## src/rtl/core_pkg.sv

```systemverilog
// Shared core-wide constants and the pipeline controller state encoding.
package core_pkg;

  localparam int unsigned XLEN       = 32;
  localparam int unsigned REG_ADDR_W = 5;

  localparam logic [XLEN-1:0] RESET_ADDR_DEFAULT = 32'h8000_0000;

  typedef enum logic [1:0] {
    StRun       = 2'd0,
    StTrap      = 2'd1,
    StWaitRedir = 2'd2
  } ctrl_state_e;

endpackage

```

## src/rtl/pipeline_ctrl_if.sv

```systemverilog
// Signal bundle between the core datapath (master) and the pipeline controller (slave).
interface pipeline_ctrl_if;
    import core_pkg::*;

    logic                  if_ready_i;
    logic                  mem_busy_i;
    logic [REG_ADDR_W-1:0] id_rs1_i;
    logic [REG_ADDR_W-1:0] id_rs2_i;
    logic                  id_uses_rs1_i;
    logic                  id_uses_rs2_i;
    logic                  ex_valid_i;
    logic [REG_ADDR_W-1:0] ex_rd_i;
    logic                  ex_is_load_i;
    logic                  ex_br_j_taken_i;
    logic [XLEN-1:0]       ex_br_j_addr_i;
    logic                  ex_exception_i;
    logic                  ex_is_mret_i;
    logic [XLEN-1:0]       csr_mtvec_i;
    logic [XLEN-1:0]       csr_mepc_i;

    logic [XLEN-1:0]       pc_o;
    logic                  trap_take_o;
    logic                  if_stall_o;
    logic                  id_stall_o;
    logic                  ex_stall_o;
    logic                  id_flush_o;
    logic                  ex_flush_o;
    logic [1:0]            state_o;

    modport master (
        output if_ready_i, mem_busy_i, id_rs1_i, id_rs2_i, id_uses_rs1_i, id_uses_rs2_i,
               ex_valid_i, ex_rd_i, ex_is_load_i, ex_br_j_taken_i, ex_br_j_addr_i,
               ex_exception_i, ex_is_mret_i, csr_mtvec_i, csr_mepc_i,
        input  pc_o, trap_take_o, if_stall_o, id_stall_o, ex_stall_o, id_flush_o,
               ex_flush_o, state_o
    );

    modport slave (
        input  if_ready_i, mem_busy_i, id_rs1_i, id_rs2_i, id_uses_rs1_i, id_uses_rs2_i,
               ex_valid_i, ex_rd_i, ex_is_load_i, ex_br_j_taken_i, ex_br_j_addr_i,
               ex_exception_i, ex_is_mret_i, csr_mtvec_i, csr_mepc_i,
        output pc_o, trap_take_o, if_stall_o, id_stall_o, ex_stall_o, id_flush_o,
               ex_flush_o, state_o
    );

endinterface

```

## src/rtl/hazard_detect.sv

```systemverilog
// Load-use hazard detection between the decode-stage sources and a load in EX.
module hazard_detect
    import core_pkg::*;
(
    input  logic                  ex_valid,
    input  logic                  ex_is_load,
    input  logic [REG_ADDR_W-1:0] ex_rd,
    input  logic [REG_ADDR_W-1:0] id_rs1,
    input  logic [REG_ADDR_W-1:0] id_rs2,
    input  logic                  id_uses_rs1,
    input  logic                  id_uses_rs2,
    output logic                  load_use
);

    logic rs1_hit;
    logic rs2_hit;

    always_comb begin
        rs1_hit  = id_uses_rs1 && (id_rs1 == ex_rd);
        rs2_hit  = id_uses_rs2 && (id_rs2 == ex_rd);
        // x0 is never a real dependency
        load_use = ex_valid && ex_is_load && (ex_rd != '0) && (rs1_hit || rs2_hit);
    end

endmodule

```

## src/rtl/pipeline_ctrl.sv

```systemverilog
// Fetch PC owner and stall/flush/trap sequencer for the IF/ID/EX pipeline.
module pipeline_ctrl
    import core_pkg::*;
#(
    parameter logic [XLEN-1:0] RESET_ADDR      = RESET_ADDR_DEFAULT,
    parameter logic [XLEN-1:0] TRAP_ALIGN_MASK = 32'hFFFF_FFFC
) (
    input  logic           clk_i,
    input  logic           rst_i,
    pipeline_ctrl_if.slave bus
);

    ctrl_state_e     state_q, state_d;
    logic [XLEN-1:0] pc_q, pc_d;
    logic [XLEN-1:0] redir_q, redir_d;
    logic            pend_q, pend_d;

    logic            load_use;
    logic            redirect;
    logic [XLEN-1:0] redir_target;
    logic            if_stall, id_stall, ex_stall, id_flush, ex_flush, trap_take;

    hazard_detect u_hazard_detect (
        .ex_valid    (bus.ex_valid_i),
        .ex_is_load  (bus.ex_is_load_i),
        .ex_rd       (bus.ex_rd_i),
        .id_rs1      (bus.id_rs1_i),
        .id_rs2      (bus.id_rs2_i),
        .id_uses_rs1 (bus.id_uses_rs1_i),
        .id_uses_rs2 (bus.id_uses_rs2_i),
        .load_use    (load_use)
    );

    // Exceptions take the trap path, so only MRET vs branch decides the redirect target here
    assign redirect     = bus.ex_is_mret_i || bus.ex_br_j_taken_i;
    assign redir_target = bus.ex_is_mret_i ? bus.csr_mepc_i : bus.ex_br_j_addr_i;

    always_comb begin
        state_d   = state_q;
        pc_d      = pc_q;
        redir_d   = redir_q;
        pend_d    = pend_q;
        if_stall  = 1'b0;
        id_stall  = 1'b0;
        ex_stall  = 1'b0;
        id_flush  = 1'b0;
        ex_flush  = 1'b0;
        trap_take = 1'b0;

        unique case (state_q)
            StRun: begin
                if (bus.mem_busy_i) begin
                    if_stall = 1'b1;
                    id_stall = 1'b1;
                    ex_stall = 1'b1;
                end else if (bus.ex_exception_i && bus.ex_valid_i) begin
                    trap_take = 1'b1;
                    id_flush  = 1'b1;
                    ex_flush  = 1'b1;
                    state_d   = StTrap;
                    if (!bus.if_ready_i) pend_d = 1'b1;
                end else if (redirect) begin
                    id_flush = 1'b1;
                    ex_flush = 1'b1;
                    if (bus.if_ready_i) begin
                        pc_d = redir_target;
                    end else begin
                        // Fetch still in flight: park the target until it returns
                        redir_d  = redir_target;
                        pend_d   = 1'b1;
                        if_stall = 1'b1;
                        state_d  = StWaitRedir;
                    end
                end else if (load_use) begin
                    if_stall = 1'b1;
                    id_stall = 1'b1;
                    ex_flush = 1'b1;
                end else if (!bus.if_ready_i) begin
                    if_stall = 1'b1;
                    id_flush = 1'b1;
                end else begin
                    pc_d = pc_q + XLEN'(4);
                end
            end
            StTrap: begin
                id_flush = 1'b1;
                ex_flush = 1'b1;
                if (pend_q && !bus.if_ready_i) begin
                    if_stall = 1'b1;
                end else begin
                    pc_d    = bus.csr_mtvec_i & TRAP_ALIGN_MASK;
                    pend_d  = 1'b0;
                    state_d = StRun;
                end
            end
            StWaitRedir: begin
                id_flush = 1'b1;
                if (!bus.if_ready_i) begin
                    if_stall = 1'b1;
                end else begin
                    pc_d    = redir_q;
                    pend_d  = 1'b0;
                    state_d = StRun;
                end
            end
            default: state_d = StRun;
        endcase
    end

    always_ff @(posedge clk_i or posedge rst_i) begin
        if (rst_i) begin
            state_q <= StRun;
            pc_q    <= RESET_ADDR;
            redir_q <= '0;
            pend_q  <= 1'b0;
        end else begin
            state_q <= state_d;
            pc_q    <= pc_d;
            redir_q <= redir_d;
            pend_q  <= pend_d;
        end
    end

    always_comb begin
        bus.pc_o        = pc_q;
        bus.state_o     = state_q;
        bus.trap_take_o = trap_take;
        bus.if_stall_o  = if_stall;
        bus.id_flush_o  = id_flush;
        bus.ex_flush_o  = ex_flush;
        bus.id_stall_o  = id_stall && !id_flush;
        bus.ex_stall_o  = ex_stall && !ex_flush;
    end

endmodule

```

## src/flat_wrapper.sv

```systemverilog
// flat-port wrapper written by rule: the top's interface ports become plain ports
module pipeline_ctrl_flat import core_pkg::*;
#(
    parameter logic [XLEN-1:0] RESET_ADDR      = RESET_ADDR_DEFAULT,
    parameter logic [XLEN-1:0] TRAP_ALIGN_MASK = 32'hFFFF_FFFC
)
  (clk_i, rst_i, bus_if_ready_i, bus_mem_busy_i, bus_id_rs1_i, bus_id_rs2_i, bus_id_uses_rs1_i, bus_id_uses_rs2_i, bus_ex_valid_i, bus_ex_rd_i, bus_ex_is_load_i, bus_ex_br_j_taken_i, bus_ex_br_j_addr_i, bus_ex_exception_i, bus_ex_is_mret_i, bus_csr_mtvec_i, bus_csr_mepc_i, bus_pc_o, bus_trap_take_o, bus_if_stall_o, bus_id_stall_o, bus_ex_stall_o, bus_id_flush_o, bus_ex_flush_o, bus_state_o);
  pipeline_ctrl_if bus_i ();
  input  logic clk_i;
  input  logic rst_i;
  input wire logic [$bits(bus_i.if_ready_i)-1:0] bus_if_ready_i;
  input wire logic [$bits(bus_i.mem_busy_i)-1:0] bus_mem_busy_i;
  input wire logic [$bits(bus_i.id_rs1_i)-1:0] bus_id_rs1_i;
  input wire logic [$bits(bus_i.id_rs2_i)-1:0] bus_id_rs2_i;
  input wire logic [$bits(bus_i.id_uses_rs1_i)-1:0] bus_id_uses_rs1_i;
  input wire logic [$bits(bus_i.id_uses_rs2_i)-1:0] bus_id_uses_rs2_i;
  input wire logic [$bits(bus_i.ex_valid_i)-1:0] bus_ex_valid_i;
  input wire logic [$bits(bus_i.ex_rd_i)-1:0] bus_ex_rd_i;
  input wire logic [$bits(bus_i.ex_is_load_i)-1:0] bus_ex_is_load_i;
  input wire logic [$bits(bus_i.ex_br_j_taken_i)-1:0] bus_ex_br_j_taken_i;
  input wire logic [$bits(bus_i.ex_br_j_addr_i)-1:0] bus_ex_br_j_addr_i;
  input wire logic [$bits(bus_i.ex_exception_i)-1:0] bus_ex_exception_i;
  input wire logic [$bits(bus_i.ex_is_mret_i)-1:0] bus_ex_is_mret_i;
  input wire logic [$bits(bus_i.csr_mtvec_i)-1:0] bus_csr_mtvec_i;
  input wire logic [$bits(bus_i.csr_mepc_i)-1:0] bus_csr_mepc_i;
  output wire logic [$bits(bus_i.pc_o)-1:0] bus_pc_o;
  output wire logic [$bits(bus_i.trap_take_o)-1:0] bus_trap_take_o;
  output wire logic [$bits(bus_i.if_stall_o)-1:0] bus_if_stall_o;
  output wire logic [$bits(bus_i.id_stall_o)-1:0] bus_id_stall_o;
  output wire logic [$bits(bus_i.ex_stall_o)-1:0] bus_ex_stall_o;
  output wire logic [$bits(bus_i.id_flush_o)-1:0] bus_id_flush_o;
  output wire logic [$bits(bus_i.ex_flush_o)-1:0] bus_ex_flush_o;
  output wire logic [$bits(bus_i.state_o)-1:0] bus_state_o;
  assign bus_i.if_ready_i = bus_if_ready_i;
  assign bus_i.mem_busy_i = bus_mem_busy_i;
  assign bus_i.id_rs1_i = bus_id_rs1_i;
  assign bus_i.id_rs2_i = bus_id_rs2_i;
  assign bus_i.id_uses_rs1_i = bus_id_uses_rs1_i;
  assign bus_i.id_uses_rs2_i = bus_id_uses_rs2_i;
  assign bus_i.ex_valid_i = bus_ex_valid_i;
  assign bus_i.ex_rd_i = bus_ex_rd_i;
  assign bus_i.ex_is_load_i = bus_ex_is_load_i;
  assign bus_i.ex_br_j_taken_i = bus_ex_br_j_taken_i;
  assign bus_i.ex_br_j_addr_i = bus_ex_br_j_addr_i;
  assign bus_i.ex_exception_i = bus_ex_exception_i;
  assign bus_i.ex_is_mret_i = bus_ex_is_mret_i;
  assign bus_i.csr_mtvec_i = bus_csr_mtvec_i;
  assign bus_i.csr_mepc_i = bus_csr_mepc_i;
  assign bus_pc_o = bus_i.pc_o;
  assign bus_trap_take_o = bus_i.trap_take_o;
  assign bus_if_stall_o = bus_i.if_stall_o;
  assign bus_id_stall_o = bus_i.id_stall_o;
  assign bus_ex_stall_o = bus_i.ex_stall_o;
  assign bus_id_flush_o = bus_i.id_flush_o;
  assign bus_ex_flush_o = bus_i.ex_flush_o;
  assign bus_state_o = bus_i.state_o;
  pipeline_ctrl #(.RESET_ADDR(RESET_ADDR), .TRAP_ALIGN_MASK(TRAP_ALIGN_MASK)) u_core (.clk_i(clk_i), .rst_i(rst_i), .bus(bus_i));
endmodule
```

## config.mk

```make
export PLATFORM = sky130hd
export DESIGN_NAME = pipeline_ctrl_flat
export DESIGN_NICKNAME = d
export VERILOG_FILES = /design/src/rtl/core_pkg.sv /design/src/rtl/pipeline_ctrl_if.sv /design/src/rtl/hazard_detect.sv /design/src/rtl/pipeline_ctrl.sv /design/src/flat_wrapper.sv
export SDC_FILE = /design/constraint.sdc
export NUM_CORES = 1
export LEC_CHECK = 0
export CORE_MARGIN = 1
export CORE_UTILIZATION = 25
export CTS_CLUSTER_SIZE = 10
export DETAILED_ROUTE_END_ITERATION = 10
export GPL_ROUTABILITY_DRIVEN = 0
export SLEW_MARGIN = 20
export SYNTH_ARGS = -nofsm -noshare
export SYNTH_HDL_FRONTEND = slang
export SYNTH_SLANG_ARGS = --single-unit
```

## constraint.sdc

```tcl
create_clock -name clk_i -period 6.4 [get_ports clk_i]
set_input_delay 0.96 -clock clk_i [delete_from_list [all_inputs] [get_ports clk_i]]
set_output_delay 0.96 -clock clk_i [all_outputs]
set_load 0.005 [all_outputs]
```

==> metrics.cfg, run 1 <==
[die]
die_x_microns = 133.4
fp.dieH_microns = 133.4
die_area_sq_um = 17790
num_rows = 47
start_util_pct = 25.84
ioPinCount = 162
core-area_sq_um = 16700

[global_routing]
grt_pass1_wl_mm = 23.56
grt_max_degree = 68
grt_pass1_vias = 4524
grt-ovfl-total = 0
antenna_found_initial = 0
grt_usage_pct = 16.88

[hold_path]
min_from = u_core.bus.pc_o[31]$_DFFE_PP1P_
hp-class = reg2reg
hold_end = u_core.bus.pc_o[31]$_DFFE_PP1P_
hold_depth = 2

[routing]
vias = 4459
first_pass_iters = 4
vias_per_cell = 5.079
ant_nets = 0
drt-total-wl_mm = 14.75
avgRoutedWirePerCell_microns = 16.80
drc = 0
drtIter0Drc = 286

[setup_path]
crit_chain = clkdlybuf4s50_1 > or3_1 > o311a_1 > and2_1 > or3_1 > a21oi_1 > clkdlybuf4s50_1
crit_path_end_kind = output pin
startpoint_type = primary input
reg2regPathDepth = 8
crit_required_ps = 5440
r2r_start = u_core.bus.state_o[0]$_DFFE_PP0P_
r2r_slack_ps = 3770
crit_path_max_fanout = 3
path_class = in2out
startpoint = bus_ex_rd_i[0]
cp_data_arrival_time_ps = 3330
timing.rr.end = u_core.bus.pc_o[25]$_DFFE_PP0P_
slowest_delay_ps = 550
slowest_stage = clkdlybuf4s50_1

[clock_network]
cts_root_buf = clkbuf_16
cts_buffers = 9
htreeDepth = 3
post_cts_buffers = 0
worstSkewPairLatency_ps = 330
cts.sinks = 67
clk_pin_slew_ps = 60
cts_resized = 0
ctsLongestPathBuffers = 2
cts_hold_buf = 0
cts_tree = yes

[power_and_ir_drop]
p_sw_share_pct = 39.01
clock_power_share_pct = 21.4
pwr-share-comb_pct = 47.4
leakagePower_nw = 2.515
internal_power_w = 0.001593
power_w = 0.002612
pwr_density_cell_nw_per_um2 = 404.9
p_sw_w = 0.001019
peakVddDrop_uv = 209.9
seqPwrFrac_pct = 31.2

[yosys]
syn-num-nets = 635
yosys_warnings = 0
yosysUniqueCellTypes = 49
ys_ff_latch = 67
syn_area_per_cell_sq_um = 8.495
netlist_area_sq_um = 4315
synth_edf_count = 0
synth_flop_cell = dfrtp_1
synthArstFlopShare_pct = 100.0
seq_area_frac_synth_pct = 38.88
syn_inst = 508

[sta]
setup_tns_ps = 0
worst_pin_slew_ps = 923.4
min_period_ps = 4293
hold_viol = 0
setup_viol_count_final = 0
fin_skew_ps = 6.932
grt_setup_unrepaired = false
fmax_mhz = 232.9
fin_ws_ps = 2107
finalCritPeriodShare_pct = 67.07
slew_violations = 0
relSlewSlack_pct = 38.44

[final_layout]
drive_gt1_share_pct = 6.687
fillers = 1670
syn2layout_area_growth_pct = 49.52
nets = 780
stdcell_count = 878
antennaDiodeCount = 0

[job]
cap_viol_max_count = 0

[placed_design]
detailedPlace.worstSlack_ps = 2112
placed_cells = 862
dp_hpwl_mm = 10.96
port_buffers = 159

[status]
status = completed

## power groups by stage
stage	sequential (W)	clock, W	combinational (W)
finish	0.000814	0.000559	0.00124
global route	0.000844	0.000595	0.00138
CTS	0.000812	0.000572	0.00125
detailed placement	0.000818	0	0.00125
global placement	0.000806	0	0.00121
floorplan	0.000773	0	0.000735
## registers in the layout, summed over array words and instances, names as in the netlist
| name | flops |
|---|---|
| u_core.bus.pc_o | 32 |
| u_core.bus.state_o | 2 |
| u_core.pend_q | 1 |
| u_core.redir_q | 32 |
## how the worst max path moves through the flow
stage	slack, ps	endpoint	cells past startpoint
2_1_floorplan	3190	bus_id_flush_o	5
3_3_place_gp	2130	bus_id_flush_o	7
3_5_place_dp	2110	bus_id_flush_o	7
4_1_cts	2110	bus_id_flush_o	7
5_1_grt	2040	bus_id_flush_o	7
6_report	2110	bus_id_flush_o	7
## layout make-up
cell class                 instances  area [sq um]  area share (%)
clock buffer                      13         270.3           4.188
clock inverter                     3         68.82           1.067
inverter                          13         48.80          0.7563
multi-input combinational        393          2450           37.97
sequential                        67          1678           26.00
tap                              220         275.3           4.266
timing repair buffer             169          1662           25.75
## critical path: cells and delay by family
family	cells	cell delay, ps
simple gates	3	920
buf+inv	2	1010
compound gates	2	440
## placed cells by master, fill, tap and decap left out, types with 7 or more instances in the layout
cell type        synthesis  layout
a21oi_1                 54      54
a221oi_1                10      10
a22oi_1                 17      17
a31oi_1                  9       9
and2_1                   7       7
buf_4                    0      10
clkbuf_16                0       9
clkdlybuf4s50_1          0     158
dfrtp_1                 66      66
inv_1                   13      12
mux2_2                   7       7
mux2i_1                 29      29
nand2_1                 21      21
nand3_1                 12      12
nor2_1                  70      70
o21ai_0                 69      68
o31a_1                   7       7
or3_1                    8       8
xnor2_1                 10      10
## cells in the mapped netlist (2+ instances only)
| master | number | area (sq um) |
|---|---|---|
| a21oi_1 | 54 | 270.3 |
| a221oi_1 | 10 | 87.58 |
| a222oi_1 | 4 | 40.04 |
| a22oi_1 | 17 | 127.6 |
| a31oi_1 | 9 | 56.30 |
| a41oi_1 | 5 | 43.79 |
| and2_1 | 7 | 43.79 |
| and3_1 | 5 | 31.28 |
| buf_2 | 11 | 55.05 |
| buf_6 | 2 | 22.52 |
| clkbuf_1 | 22 | 82.58 |
| dfrtp_1 | 66 | 1652 |
| ha_1 | 5 | 62.56 |
| inv_1 | 13 | 48.80 |
| mux2_2 | 7 | 78.83 |
| mux2i_1 | 29 | 290.3 |
| nand2_1 | 21 | 78.83 |
| nand2b_1 | 2 | 12.51 |
| nand3_1 | 12 | 60.06 |
| nand4_1 | 5 | 31.28 |
| nor2_1 | 70 | 262.8 |
| nor2b_1 | 2 | 12.51 |
| nor3_1 | 6 | 30.03 |
| o21ai_0 | 69 | 345.3 |
| o22a_1 | 4 | 35.03 |
| o22ai_1 | 5 | 31.28 |
| o31a_1 | 7 | 61.31 |
| o31ai_1 | 2 | 15.01 |
| or3_1 | 8 | 50.05 |
| xnor2_1 | 10 | 87.58 |
## logic make-up after synthesis
| group | share of synthesized area (%) |
|---|---|
| AO/OA/AOI/OAI | 28.65 |
| buffers and inverters | 4.842 |
| XOR/XNOR | 2.029 |
| multiplexers | 8.553 |
| adder cells (fa/ha/maj) | 1.450 |
| flip-flops | 38.88 |
| AND/OR/NAND/NOR | 15.60 |
## layer usage
layer	up-vias	GRT usage [%]	wire (microns)
met5	-	0	0
met4	0	5.682	302
met3	23	3.615	721
met2	144	27.55	7048
met1	2117	22.05	6679
li1	2175	-	-
## per-stage QoR
stage / util, % / hold WS (ps) / cell area [sq um]
floorplan: - / 472.7 / 4315
global placement: 36.60 / 480.4 / 6113
detailed placement: 36.60 / 488.9 / 6113
CTS: 38.64 / 496.7 / 6452
global route: 38.64 / 529.1 / 6452
finish: 38.64 / 496.9 / 6452
No activity file was read; power rests on OpenSTA's default activity.
==> inputs of run 2 (changes only) <==
==> constraint.sdc (replaced) <==
create_clock -name clk_i -period 4.4 [get_ports clk_i]
set_input_delay 0.66 -clock clk_i [delete_from_list [all_inputs] [get_ports clk_i]]
set_output_delay 0.66 -clock clk_i [all_outputs]
set_load 0.005 [all_outputs]
==> run 2 against run 1 <==
Net effect:
- hold slack better by 3.5 ps
- critical path type unchanged
- cell area shrank 0.27%
- count of clock-buffer cells in the layout down 1
- clock skew increased by 3.6 ps
- die area is the same
- non-clock buffer count shrank 1
- sequential power is 45% higher
- register-to-register slack worse by 2000 ps
==> metrics.cfg, run 2 (synthesis gave the netlist of run 1 again) <==
[routing]
drtIter0Drc = 285  ; -0.35%
ant_nets = 0  ; unchanged
first_pass_iters = 5  ; +1
vias_per_cell = 5.127  ; +0.94%
drt-total-wl_mm = 14.87  ; +0.81%
avgRoutedWirePerCell_microns = 16.96  ; +0.92%
vias = 4496  ; +0.83%
drc = 0  ; unchanged

[clock_network]
worstSkewPairLatency_ps = 350  ; +20 ps
cts_resized = 0  ; unchanged
cts_tree = yes
post_cts_buffers = 0  ; unchanged
cts_hold_buf = 0  ; unchanged
clk_pin_slew_ps = 60  ; about the same
cts_buffers = 9  ; unchanged
cts_root_buf = clkbuf_16
cts.sinks = 67  ; unchanged
htreeDepth = 3  ; unchanged
ctsLongestPathBuffers = 2  ; unchanged

[job]
cap_viol_max_count = 0  ; unchanged

[sta]
fin_skew_ps = 10.51  ; +3.582 ps
slew_violations = 0  ; unchanged
relSlewSlack_pct = 46.87  ; +8.4 points
grt_setup_unrepaired = false
min_period_ps = 3696
holdWs_ps = 500.4  ; +3.478 ps
setup_viol_count_final = 0  ; unchanged
finalCritPeriodShare_pct = 84.01
setup_tns_ps = 0  ; unchanged
worst_pin_slew_ps = 792.6  ; -130.8 ps
fmax_mhz = 270.5
hold_viol = 0  ; unchanged

[global_routing]
grt_pass1_vias = 4515  ; -0.20%
antenna_found_initial = 0  ; unchanged
grt_pass1_wl_mm = 23.62  ; +0.23%
grt_usage_pct = 17.17  ; +0.29 points
grt-ovfl-total = 0  ; unchanged
grt_max_degree = 63  ; -7.4%

[power_and_ir_drop]
leakagePower_nw = 2.503  ; -0.50%
peakVddDrop_uv = 339.4  ; +62%
pwr_density_cell_nw_per_um2 = 588.6  ; +45%

[hold_path]
min_from = u_core.bus.pc_o[31]$_DFFE_PP1P_
hp-class = reg2reg

[placed_design]
dp_hpwl_mm = 11.00  ; +0.39%
port_buffers = 159  ; unchanged

[die]
start_util_pct = 25.84  ; unchanged
die_x_microns = 133.4  ; unchanged
fp.dieH_microns = 133.4  ; unchanged
ioPinCount = 162  ; unchanged
core-area_sq_um = 16700  ; unchanged
die_area_sq_um = 17790  ; unchanged
num_rows = 47  ; unchanged

[final_layout]
layout_commonest_cell = clkdlybuf4s50_1
layout_common_cells = 158 x clkdlybuf4s50_1, 70 x nor2_1, 68 x o21ai_0
syn2layout_area_growth_pct = 49.12
fillers = 1675  ; +0.30%
antennaDiodeCount = 0  ; unchanged
nets = 779  ; -0.13%
drive_gt1_share_pct = 6.545  ; -0.14 points

[setup_path]
crit_path_max_fanout = 3  ; unchanged
crit_path_end_kind = output pin
slowest_delay_ps = 540  ; about the same
crit_buf_inv = 2  ; unchanged
startpoint = bus_ex_rd_i[0]
path_class = in2out
critPathTopFamily = buffers and inverters
slowest_stage = clkdlybuf4s50_1
startpoint_type = primary input
crit_required_ps = 3740  ; -1700 ps
cp_data_arrival_time_ps = 3040  ; -290 ps
crit_chain = clkdlybuf4s50_1 > or3_1 > o311a_1 > and2_1 > or3_1 > a21oi_1 > clkdlybuf4s50_1
r2r_start = u_core.bus.state_o[1]$_DFFE_PP0P_

[status]
status = completed

run 2: cell types whose count changed in the layout (fill, tap and decap cells not counted):
cell        change
clkinvlp_4      +1
clkinv_4        -1
clkbuf_8        -1
buf_4           -1
clkinv_2        +1
run 2: cell type report:
cell class              count  area, sq um  share of cell area [%]
clock buffers              12        256.5                   3.986
clock inverters             4        72.57                   1.128
inverters                  13        48.80                  0.7583
multi-input cells         393         2450                   38.07
flip-flops and latches     67         1678                   26.07
well taps                 220        275.3                   4.278
repair buffers            168         1654                   25.70
run 2: layer usage:
metal	vias up	GRT usage, %	part of all wire (%)
li1	2175	-	-
met5	-	0	0
met3	26	4.528	5.8
met4	0	7.260	2.7
met1	2145	21.78	45
met2	150	27.49	47
run 2: report_power, final:
group          internal, W  switching [W]  total (W)  leakage (nW)
Clock             0.000526       0.000284   0.000810         0.159
Sequential        0.000910       0.000272    0.00118         0.800
Combinational     0.000863       0.000933    0.00180          1.54
run 2: worst min-delay path: cells and delay by family, from the launching register on:
family / cells / cell delay [ps]
compound gates: 2 / 120
flops: 1 / 370
run 2: final timing paths:
check	end	slack, ps	depth (start not counted)
min in group asynchronous	u_core.redir_q[25]$_DFFE_PP0P_	740	2
hold reg to reg	u_core.bus.pc_o[31]$_DFFE_PP1P_	500	2
setup / recovery	bus_id_flush_o	700	7
setup reg to reg	u_core.bus.pc_o[25]$_DFFE_PP0P_	1730	8
hold / removal	u_core.bus.pc_o[31]$_DFFE_PP1P_	500	2
max in group asynchronous	u_core.redir_q[3]$_DFFE_PP0P_	2650	3
run 2: per-stage QoR:
stage               setup WS [ps]  instance area [sq um]  power [W]  instances  utilization (%)
floorplan                    1787                   4315   0.002194        508                -
global placement            729.2                   6106   0.002936        861            36.56
detailed placement          705.2                   6106   0.002994        861            36.56
CTS                         703.2                   6435   0.003820        877            38.53
global route                630.2                   6435   0.004084        877            38.53
finish                      703.7                   6435   0.003788        877            38.53
==> inputs of run 3 (changes only) <==
==> constraint.sdc (replaced) <==
create_clock -name clk_i -period 3.5 [get_ports clk_i]
set_input_delay 0.525 -clock clk_i [delete_from_list [all_inputs] [get_ports clk_i]]
set_output_delay 0.525 -clock clk_i [all_outputs]
set_load 0.005 [all_outputs]
==> run 3 against run 2 <==
Net effect:
- global-route usage is 0.27 points higher
- clock power rose by 22%
- via count rose by 1.6%
- cell area up 1.0%
- sequential cell count stayed put
- routed wire length up 1.9%
- hold slack better by 1.2 ps
- critical endpoint unchanged
==> metrics.cfg, run 3 (synthesis gave the netlist of run 1 again) <==
[sta]
fmax_mhz = 296.4
slew_violations = 0  ; unchanged
setup_tns_ps = 0  ; unchanged
relSlewSlack_pct = 42.98  ; -3.9 points
setup_viol_count_final = 0  ; unchanged
finalCritPeriodShare_pct = 96.39
min_period_ps = 3374
worst_pin_slew_ps = 855.3  ; +62.76 ps
hold_viol = 0  ; unchanged
fin_skew_ps = 9.505  ; -1.009 ps

[setup_path]
crit_path_end_kind = output pin
crit_path_max_fanout = 3  ; unchanged
slowest_delay_ps = 540  ; about the same
cp_data_arrival_time_ps = 2850  ; -190 ps
startpoint_type = primary input
path_class = in2out
slowest_stage = clkdlybuf4s50_1
crit_required_ps = 2970  ; -770 ps
crit_chain = clkdlybuf4s50_1 > or3_1 > o311a_1 > and2_1 > or3_1 > a21oi_1 > clkdlybuf4s50_1

[die]
die_area_sq_um = 17790  ; unchanged
fp.dieH_microns = 133.4  ; unchanged
die_x_microns = 133.4  ; unchanged
ioPinCount = 162  ; unchanged
start_util_pct = 25.84  ; unchanged
core-area_sq_um = 16700  ; unchanged
num_rows = 47  ; unchanged

[global_routing]
grt_pass1_wl_mm = 24.00  ; +1.6%
grt_pass1_vias = 4582  ; +1.5%
antenna_found_initial = 0  ; unchanged
grtUsageMet1_pct = 21.74  ; -0.044 points
grt_usage_pct = 17.44  ; +0.27 points
met3_usage_pct = 4.376  ; -0.15 points
grt_max_degree = 39  ; -38%
grt_busiest_layer = met2
grtUsageMet2_pct = 29.34  ; +1.9 points
grt-ovfl-total = 0  ; unchanged

[placed_design]
dp_hpwl_mm = 11.45  ; +4.0%
dpl_cell_area_sq_um = 6176  ; +1.1%
placed_cells = 867  ; +0.70%
port_buffers = 159  ; unchanged

[job]
cap_viol_max_count = 0  ; unchanged

[hold_path]
hp-class = reg2reg

[clock_network]
cts_root_buf = clkbuf_16
cts_buffers = 9  ; unchanged
worstSkewPairLatency_ps = 340  ; about the same
htreeDepth = 3  ; unchanged
cts_tree = yes
clk_pin_slew_ps = 60  ; about the same
ctsLongestPathBuffers = 2  ; unchanged
cts.sinks = 67  ; unchanged

[routing]
first_pass_iters = 5  ; unchanged
drtIter0Drc = 272  ; -4.6%
drt-total-wl_mm = 15.15  ; +1.9%
drc = 0  ; unchanged
ant_nets = 0  ; unchanged
avgRoutedWirePerCell_microns = 17.16  ; +1.2%
vias_per_cell = 5.171  ; +0.87%
vias = 4566  ; +1.6%

[final_layout]
antennaDiodeCount = 0  ; unchanged
final_area_sq_um = 6501  ; +1.0%
syn2layout_area_growth_pct = 50.65
nets = 785  ; +0.77%
layout_common_cells = 158 x clkdlybuf4s50_1, 70 x nor2_1, 68 x o21ai_0
fillers = 1678  ; +0.18%
layout_commonest_cell = clkdlybuf4s50_1
drive_gt1_share_pct = 7.391  ; +0.85 points
stdcell_count = 883  ; +0.68%

[power_and_ir_drop]
pwr_density_cell_nw_per_um2 = 737.4  ; +25%
power_w = 0.004794  ; +27%
leakagePower_nw = 2.541  ; +1.5%
peakVddDrop_uv = 322.6  ; -5.0%

[status]
status = completed

## run 3: cell count changes in the layout (fill, tap and decap cells not counted)
cell	delta
clkbuf_1	+1
a211oi_1	-1
buf_4	+4
clkinvlp_4	-1
a211oi_2	+1
clkinv_4	+1
buf_12	+2
clkbuf_8	-1
## run 3: what timing repair did
item                       CTS  global route
buffers inserted             0             0
setup endpoints to repair    0             1
hold buffers                 0             0
resized for setup            0             1
## run 3: layout make-up
type                    instances  area [sq um]  share of cell area (%)
inverters                      13         48.80                  0.7506
clock inverters                 4         73.82                   1.135
well taps                     220         275.3                   4.234
repair buffers                174          1724                   26.52
clock buffers                  12         246.5                   3.791
multi-input cells             393          2455                   37.76
flip-flops and latches         67          1678                   25.81
## run 3: layer usage
metal | vias to the layer above | part of all wire (%)
met4 | 0 | 2.1
met5 | - | 0
met3 | 23 | 5.4
met1 | 2207 | 44
met2 | 149 | 48
li1 | 2187 | -
## run 3: worst paths after layout
| kind | cells past startpoint | slack (ps) | to | from |
|---|---|---|---|---|
| worst min register to register | 2 | 500 | u_core.bus.pc_o[31]$_DFFE_PP1P_ | u_core.bus.pc_o[31]$_DFFE_PP1P_ |
| max in group asynchronous | 3 | 2220 | u_core.redir_q[8]$_DFFE_PP0P_ | rst_i |
| worst max-delay path | 7 | 130 | bus_id_flush_o | bus_ex_rd_i[0] |
| worst max register to register | 8 | 800 | u_core.bus.pc_o[26]$_DFFE_PP0P_ | u_core.bus.state_o[1]$_DFFE_PP0P_ |
| worst min-delay path | 2 | 500 | u_core.bus.pc_o[31]$_DFFE_PP1P_ | u_core.bus.pc_o[31]$_DFFE_PP1P_ |
| min in group asynchronous | 2 | 620 | u_core.bus.state_o[1]$_DFFE_PP0P_ | rst_i |
## run 3: critical path: cells and delay by family
family          cells  cell delay, ps
compound gates      2             450
buf+inv             2             970
simple gates        3             910
## run 3: power by group
part | internal (W) | switching [W] | total (W)
clock | 0.000644 | 0.000343 | 0.000987
combinational | 0.00112 | 0.00119 | 0.00231
sequential | 0.00114 | 0.000351 | 0.00149
## run 3: metrics by stage
| stage | hold WS [ps] | util [%] | worst slack (ps) |
|---|---|---|---|
| 6_report | 501.5 | 38.93 | 126.4 |
| 5_1_grt | 529.4 | 38.93 | -29.26 |
| 4_1_cts | 508.1 | 38.90 | 124.8 |
| 3_5_place_dp | 497.4 | 36.98 | 125.2 |
| 3_3_place_gp | 482.7 | 36.98 | 168.0 |
| 2_1_floorplan | 472.7 | - | 1157 |
